$ cat src/rtl/c_hs_pkg.sv
`default_nettype none
// ============================================================================
// Module   : c_hs_pkg
// Brief    : Shared types for the drive/free handshake splitter: issue FSM
//            state encoding and default half-word width.
// Revision : 1.0  initial release
// ============================================================================
package c_hs_pkg;

  localparam int HALF_W_DEF = 32;

  typedef enum logic [2:0] {
    ST_IDLE      = 3'd0,
    ST_WAIT_BOTH = 3'd1,
    ST_WAIT0     = 3'd2,
    ST_WAIT1     = 3'd3,
    ST_POP       = 3'd4
  } issue_state_e;

endpackage
`default_nettype wire

$ cat src/rtl/c_sync_fifo.sv
`default_nettype none
// ============================================================================
// Module   : c_sync_fifo
// Brief    : Single-clock FIFO with occupancy count; head word is always
//            visible on rdata. DEPTH must be a power of two.
// Revision : 1.0  initial release
// ============================================================================
module c_sync_fifo #(
  parameter int WIDTH = 64,
  parameter int DEPTH = 2,
  localparam int AW = $clog2(DEPTH),
  localparam int CW = AW + 1
) (
  input  logic             clk,
  input  logic             rst_n,
  input  logic             push,
  input  logic             pop,
  input  logic [WIDTH-1:0] wdata,
  output logic [WIDTH-1:0] rdata,
  output logic [CW-1:0]    count,
  output logic             full,
  output logic             empty
);

  logic [WIDTH-1:0] mem_q [DEPTH];
  logic [AW-1:0]    wr_ptr_q, rd_ptr_q;
  logic [CW-1:0]    count_q;
  logic             do_push, do_pop;

  assign full    = (count_q == CW'(DEPTH));
  assign empty   = (count_q == '0);
  assign do_push = push && !full;
  assign do_pop  = pop && !empty;

  // Storage needs no reset: nothing is read before it has been written.
  always_ff @(posedge clk) begin
    if (do_push) begin
      mem_q[wr_ptr_q] <= wdata;
    end
  end

  always_ff @(posedge clk or negedge rst_n) begin
    if (!rst_n) begin
      wr_ptr_q <= '0;
      rd_ptr_q <= '0;
      count_q  <= '0;
    end else begin
      if (do_push) begin
        wr_ptr_q <= wr_ptr_q + AW'(1);
      end
      if (do_pop) begin
        rd_ptr_q <= rd_ptr_q + AW'(1);
      end
      case ({do_push, do_pop})
        2'b10:   count_q <= count_q + CW'(1);
        2'b01:   count_q <= count_q - CW'(1);
        default: count_q <= count_q;
      endcase
    end
  end

  assign rdata = mem_q[rd_ptr_q];
  assign count = count_q;

endmodule
`default_nettype wire

$ cat src/rtl/c_split2_32b.sv
`default_nettype none
// ============================================================================
// Module   : c_split2_32b
// Brief    : Buffers 64-bit words and issues upper/lower halves on two
//            branches; a word retires once both branches have freed it.
// Revision : 1.0  initial release
// ============================================================================
module c_split2_32b
  import c_hs_pkg::*;
#(
  parameter int HALF_W = HALF_W_DEF,
  parameter int DEPTH  = 2
) (
  input  logic                clk,
  input  logic                rst,
  input  logic                i_drive,
  input  logic [2*HALF_W-1:0] i_data_64,
  output logic                o_free,
  output logic                o_drive0,
  output logic                o_drive1,
  output logic [HALF_W-1:0]   o_data0_32,
  output logic [HALF_W-1:0]   o_data1_32,
  input  logic                i_freeNext0,
  input  logic                i_freeNext1,
  output logic                o_overflow
);

  localparam int CW = $clog2(DEPTH) + 1;

  issue_state_e        state_q, state_d;
  logic                drive_q, drive_d;
  logic                free_q, free_d;
  logic                pend_q, pend_d;
  logic                ovf_q, ovf_d;
  logic [HALF_W-1:0]   data0_q, data1_q;

  logic                push, pop, full, empty;
  logic [CW-1:0]       count, count_next;
  logic [2*HALF_W-1:0] rdata;

  assign push       = i_drive && !full;
  assign pop        = (state_q == ST_POP) && !empty;
  assign count_next = count + CW'(push) - CW'(pop);

  c_sync_fifo #(
    .WIDTH (2*HALF_W),
    .DEPTH (DEPTH)
  ) u_fifo (
    .clk   (clk),
    .rst_n (rst),
    .push  (push),
    .pop   (pop),
    .wdata (i_data_64),
    .rdata (rdata),
    .count (count),
    .full  (full),
    .empty (empty)
  );

  // Drive is decided one cycle ahead, so the head word is already in place
  // when the pulse appears.
  always_comb begin
    state_d = state_q;
    drive_d = 1'b0;
    case (state_q)
      ST_IDLE: begin
        if (count_next != '0) begin
          state_d = ST_WAIT_BOTH;
          drive_d = 1'b1;
        end
      end
      ST_WAIT_BOTH: begin
        if (i_freeNext0 && i_freeNext1) begin
          state_d = ST_POP;
        end else if (i_freeNext0) begin
          state_d = ST_WAIT1;
        end else if (i_freeNext1) begin
          state_d = ST_WAIT0;
        end
      end
      ST_WAIT0: if (i_freeNext0) state_d = ST_POP;
      ST_WAIT1: if (i_freeNext1) state_d = ST_POP;
      ST_POP: begin
        if (count_next != '0) begin
          state_d = ST_WAIT_BOTH;
          drive_d = 1'b1;
        end else begin
          state_d = ST_IDLE;
        end
      end
      default: state_d = ST_IDLE;
    endcase
  end

  // A push that fills the FIFO withholds upstream credit until the next pop.
  always_comb begin
    free_d = (push && (count_next < CW'(DEPTH))) || (pop && pend_q);
    pend_d = pend_q ? !pop : (push && (count_next == CW'(DEPTH)));
    ovf_d  = ovf_q || (i_drive && full);
  end

  always_ff @(posedge clk or negedge rst) begin
    if (!rst) begin
      state_q <= ST_IDLE;
      drive_q <= 1'b0;
      free_q  <= 1'b0;
      pend_q  <= 1'b0;
      ovf_q   <= 1'b0;
      data0_q <= '0;
      data1_q <= '0;
    end else begin
      state_q <= state_d;
      drive_q <= drive_d;
      free_q  <= free_d;
      pend_q  <= pend_d;
      ovf_q   <= ovf_d;
      if (drive_q) begin
        data0_q <= rdata[2*HALF_W-1:HALF_W];
        data1_q <= rdata[HALF_W-1:0];
      end
    end
  end

  assign o_drive0   = drive_q;
  assign o_drive1   = drive_q;
  assign o_free     = free_q;
  assign o_overflow = ovf_q;
  assign o_data0_32 = drive_q ? rdata[2*HALF_W-1:HALF_W] : data0_q;
  assign o_data1_32 = drive_q ? rdata[HALF_W-1:0]        : data1_q;

endmodule
`default_nettype wire

$ cat config.mk
export PLATFORM = sky130hd
export DESIGN_NAME = c_split2_32b
export DESIGN_NICKNAME = d
export VERILOG_FILES = /design/src/rtl/c_hs_pkg.sv /design/src/rtl/c_sync_fifo.sv /design/src/rtl/c_split2_32b.sv
export SDC_FILE = /design/constraint.sdc
export NUM_CORES = 1
export LEC_CHECK = 0
export CORE_MARGIN = 1
export CORE_UTILIZATION = 52
export CTS_CLUSTER_DIAMETER = 100
export CTS_CLUSTER_SIZE = 16
export DETAILED_ROUTE_END_ITERATION = 7
export PLACE_DENSITY = 0.83
export SYNTH_ARGS = -nofsm -noshare
export SYNTH_HDL_FRONTEND = slang
export SYNTH_SLANG_ARGS = --single-unit
export TNS_END_PERCENT = 50
$ cat constraint.sdc
create_clock -name clk -period 5.05 [get_ports clk]
set_input_delay 0.505 -clock clk [delete_from_list [all_inputs] [get_ports clk]]
set_output_delay 0.505 -clock clk [all_outputs]
set_load 0.05 [all_outputs]
==> reports/metrics.sh <==
CLKSINKCOUNT=203
WIRELENGTH_UM=13200
CP_MAX_FO=65
DESIGN.DIE.AREA_SQ_UM=14600
SYNTHESIS.INSTANCES=457
CLKLATENCYLATEPIN_PS=460
NUM-NETS-FINAL=663
CTSHTREEMAXLEVEL=1
DRIVE_ABOVE_1_SHARE_PCT=4.50
PLACE.GP.CONGESTION=0.745
CRIT_REQUIRED_PS=4550
SLEW_HEADROOM_PCT=12.4
DETAILEDPLACE.WORSTSLACK_PS=1920
OVERFLOW=0
SYNTHFLOPTYPE='sky130_fd_sc_hd__edfxtp_1'
POSTSYNTHREGISTERBITS=203
ANT_NETS=0
ANTENNA_DIODES=0
CRITICAL_PATH.SLOWEST_CELL='sky130_fd_sc_hd__dfrtp_4'
SYNTHARSTFLOPSHARE_PCT=36.9
FIN_UTIL_PCT=68.8
SYNTH_SIMPLE_GATE_AREA_SHARE_PCT=4.43
AVGVIACOUNTPERCELL=5.22
IO_BUFFERS=136
FMAX_MHz=275
SYNTH_AREA_LEADER_CELL='sky130_fd_sc_hd__edfxtp_1'
YOSYS-TOP-CELLS-AREA='sky130_fd_sc_hd__edfxtp_1 (53%), sky130_fd_sc_hd__dfrtp_1 (26%), sky130_fd_sc_hd__mux2i_1 (8.9%)'
CRITICAL_PATH.MAX_STAGE_DELAY_PS=1210
FLOORPLAN.DIE.HEIGHT_UM=121
CTSROOTBUFFERMASTER='sky130_fd_sc_hd__clkbuf_16'
VIAS=4048
SETUP_TOTAL_NEGATIVE_SLACK_PS=0
AREA_OF_THE_CORE_REGION_SQ_UM=13500
MAXIMUM_CLOCK_SKEW_AT_FINAL_LAYOUT_PS=6.87
TOTAL_SETUP_VIOLATIONS_REPORTED_AT_THE_END_OF_THE_FLOW=0
SYNTH_ADDER_AREA_SHARE_PCT=0.513
SYNTH_AREA_SQ_UM=7320
CRIT_PATH_START_KIND='flop'
REPORT.FINAL.HOLD_VIOL_COUNT=0
TRITONCTS='built'
SORT_OF_ELEMENT_AT_THE_END_OF_THE_CRITICAL_PATH='output port'
WORSTMARGINPINSLEW_PS=1310
CLOCK_BUFFERS_CREATED_BY_TRITONCTS=16
DRV_SLEW=0
GRT_START_MAX_NET_PINS=131
SYNTHTOLAYOUTAREAGROWTH_PCT=27.0
LAYOUT_WORST_PATH_CYCLE_SHARE_PCT=71.9
R2R_START='u_fifo.count[1]$_DFFE_PN0P_'
NETLIST.AREA_LEADER.SHARE_PCT=52.5
SYNTH-EDFF-COUNT=128
DETAILEDPLACEMENTHPWL_UM=7880
CLK_BUF_DEPTH=3
CLK_PIN_SLEW_WORST_PATHS_PS=70
SYNTH-COMPOUND-AREA-SHARE_PCT=5.11
SYNTH_XOR_XNOR_AREA_SHARE_PCT=1.04
SYNTH-SEQ-AREA-SHARE_PCT=78.1
MAXCAPVIOLCOUNT=0
GR-USAGE-ALL-LAYERS_PCT=18.6
WORSTPATHCELLLIST='mux2i_1 -> a21oi_1 -> clkdlybuf4s50_1'
INITIAL_CORE_UTIL_PCT=54.2
FIRST_DRT_ITERATION_DRCS=219
ROUTED_WIRE_PER_STD_CELL_UM=17.1
POST_SYNTH_MUX_AREA_SHARE_PCT=9.04
WORSTPATHARRIVAL_PS=3130
POSTCTSHOLDBUFS=0
WORSTSETUPPATHTYPE='reg2out'
POST_SYNTH_NUM_CELL_TYPES=28
SYNTH.YOSYS.WARNINGS=0
HP-CLASS='in2async'
IOS=137
FIRSTDRTPASSITERS=5
SETUP_SLACK_OF_THE_CRITICAL_PATH_AFTER_LAYOUT_PS=1420
DRC_ERRORS=0
GRT_FIRST_PASS_WIRELENGTH_UM=20900
PLACEMENTROWS=42
GRT_SETUP_UNREPAIRED='no'
RUN_STATUS='finished clean'
TIMING.RR.END='u_fifo.mem_q[0][15]$_DFFE_PP_'
PERIOD_NEEDED_PS=3630
CTS_RESIZED=0
DIE_WIDTH_UM=121
SYNTHESIS.NETS=529
POST_CTS_BUFFERS=0
REG2REG_SLACK_PS=2520
FIRST_GLOBAL_VIAS=4235
ANTENNA_VIOLATIONS_BEFORE_REPAIR=1
REG2REGPATHDEPTH=4
SYN_AREA_PER_CELL_SQ_UM=16.0
LARGEST_FAMILY_OF_LOGIC_CELLS_BY_SYNTHESIZED_AREA='multiplexers'
## per-layer routing
| layer | global-route usage [%] | share of wire [%] | vias to the layer above |
|---|---|---|---|
| met4 | 5.17 | 1.5 | 2 |
| met5 | 0 | 0.091 | - |
| met3 | 3.25 | 4.7 | 17 |
| met2 | 33.0 | 50 | 106 |
| met1 | 23.6 | 43 | 1996 |
| li1 | - | - | 1927 |
## stage by stage
stage | std cells | hold slack, ps | instance area (sq um)
global route | 776 | 313 | 9290
floorplan | 457 | 209 | 7320
global placement | 749 | 456 | 8830
detailed placement | 749 | 459 | 8830
CTS | 776 | 262 | 9290
finish | 776 | 212 | 9290
## sequential cells by signal (all words and copies together) (netlist names)
signal / flops
u_fifo.wr_ptr_q: 1
u_fifo.mem_q: 128
state_q: 3
data1_q: 32
data0_q: 32
u_fifo.count: 2
u_fifo.rd_ptr_q: 1
pend_q: 1
o_free: 1
o_overflow: 1
o_drive0: 1
## layout by cell type (no fill, tap or decap), types with 2 or more instances in the layout
| master | n |
|---|---|
| sky130_fd_sc_hd__xor2_1 | 2 |
| sky130_fd_sc_hd__nand2_1 | 4 |
| sky130_fd_sc_hd__inv_1 | 5 |
| sky130_fd_sc_hd__dfrtp_1 | 73 |
| sky130_fd_sc_hd__ha_1 | 3 |
| sky130_fd_sc_hd__xnor2_1 | 4 |
| sky130_fd_sc_hd__nand3b_1 | 2 |
| sky130_fd_sc_hd__a21oi_1 | 65 |
| sky130_fd_sc_hd__edfxtp_1 | 128 |
| sky130_fd_sc_hd__mux2i_1 | 65 |
| sky130_fd_sc_hd__dfrtp_4 | 2 |
| sky130_fd_sc_hd__nor2_1 | 67 |
| sky130_fd_sc_hd__clkbuf_16 | 17 |
| sky130_fd_sc_hd__clkdlybuf4s50_1 | 135 |
| sky130_fd_sc_hd__clkbuf_1 | 9 |
| sky130_fd_sc_hd__buf_4 | 3 |
## worst max-delay path: cells and delay by family, from the launching register on
kind                   cells  cell delay, ps
flip-flops                 1            1210
buffers and inverters      1             840
multiplexers               1             320
AO/OA/AOI/OAI              1             290
## final cells by class
cell class | instances | area (sq um)
clock buffers | 26 | 459
clock inverters | 1 | 7.51
fillers | 896 | 4210
inverters | 5 | 18.8
multi-input cells | 227 | 1490
flip-flops and latches | 203 | 5730
well taps | 176 | 220
repair buffers | 138 | 1370
## cells in the mapped netlist (2+ instances only)
cell,count
sky130_fd_sc_hd__mux2i_1,65
sky130_fd_sc_hd__buf_4,6
sky130_fd_sc_hd__nand3b_1,2
sky130_fd_sc_hd__nand2_1,4
sky130_fd_sc_hd__a21oi_1,65
sky130_fd_sc_hd__inv_1,5
sky130_fd_sc_hd__buf_2,2
sky130_fd_sc_hd__nor2_1,68
sky130_fd_sc_hd__clkbuf_1,14
sky130_fd_sc_hd__dfrtp_1,75
sky130_fd_sc_hd__edfxtp_1,128
sky130_fd_sc_hd__xnor2_1,4
sky130_fd_sc_hd__ha_1,3
sky130_fd_sc_hd__xor2_1,2
## worst max path at each step
stage	endpoint	startpoint	cells past startpoint	slack, ps
2_1_floorplan	u_fifo.mem_q[0][0]$_DFFE_PP_	u_fifo.count[1]$_DFFE_PN0P_	3	1180
3_3_place_gp	o_data1_32[14]	u_fifo.rd_ptr_q$_DFFE_PN0P_	3	1960
3_5_place_dp	o_data1_32[14]	u_fifo.rd_ptr_q$_DFFE_PN0P_	3	1920
4_1_cts	o_data1_32[14]	u_fifo.rd_ptr_q$_DFFE_PN0P_	3	1400
5_1_grt	o_data0_32[18]	o_drive0$_DFF_PN0_	3	1250
6_report	o_data1_32[14]	u_fifo.rd_ptr_q$_DFFE_PN0P_	3	1420
## logic make-up (layout without fill, tap and decap cells)
logic type | Yosys count | after routing
flip-flops | 203 | 203
AO/OA/AOI/OAI | 71 | 71
multiplexers | 66 | 66
AND/OR/NAND/NOR | 80 | 80
buffers and inverters | 27 | 170
adder cells (fa/ha/maj) | 3 | 3
XOR/XNOR | 7 | 7
Power is not shown: default switching activity piles up to over one toggle a cycle in this logic, so the estimate is an artifact.
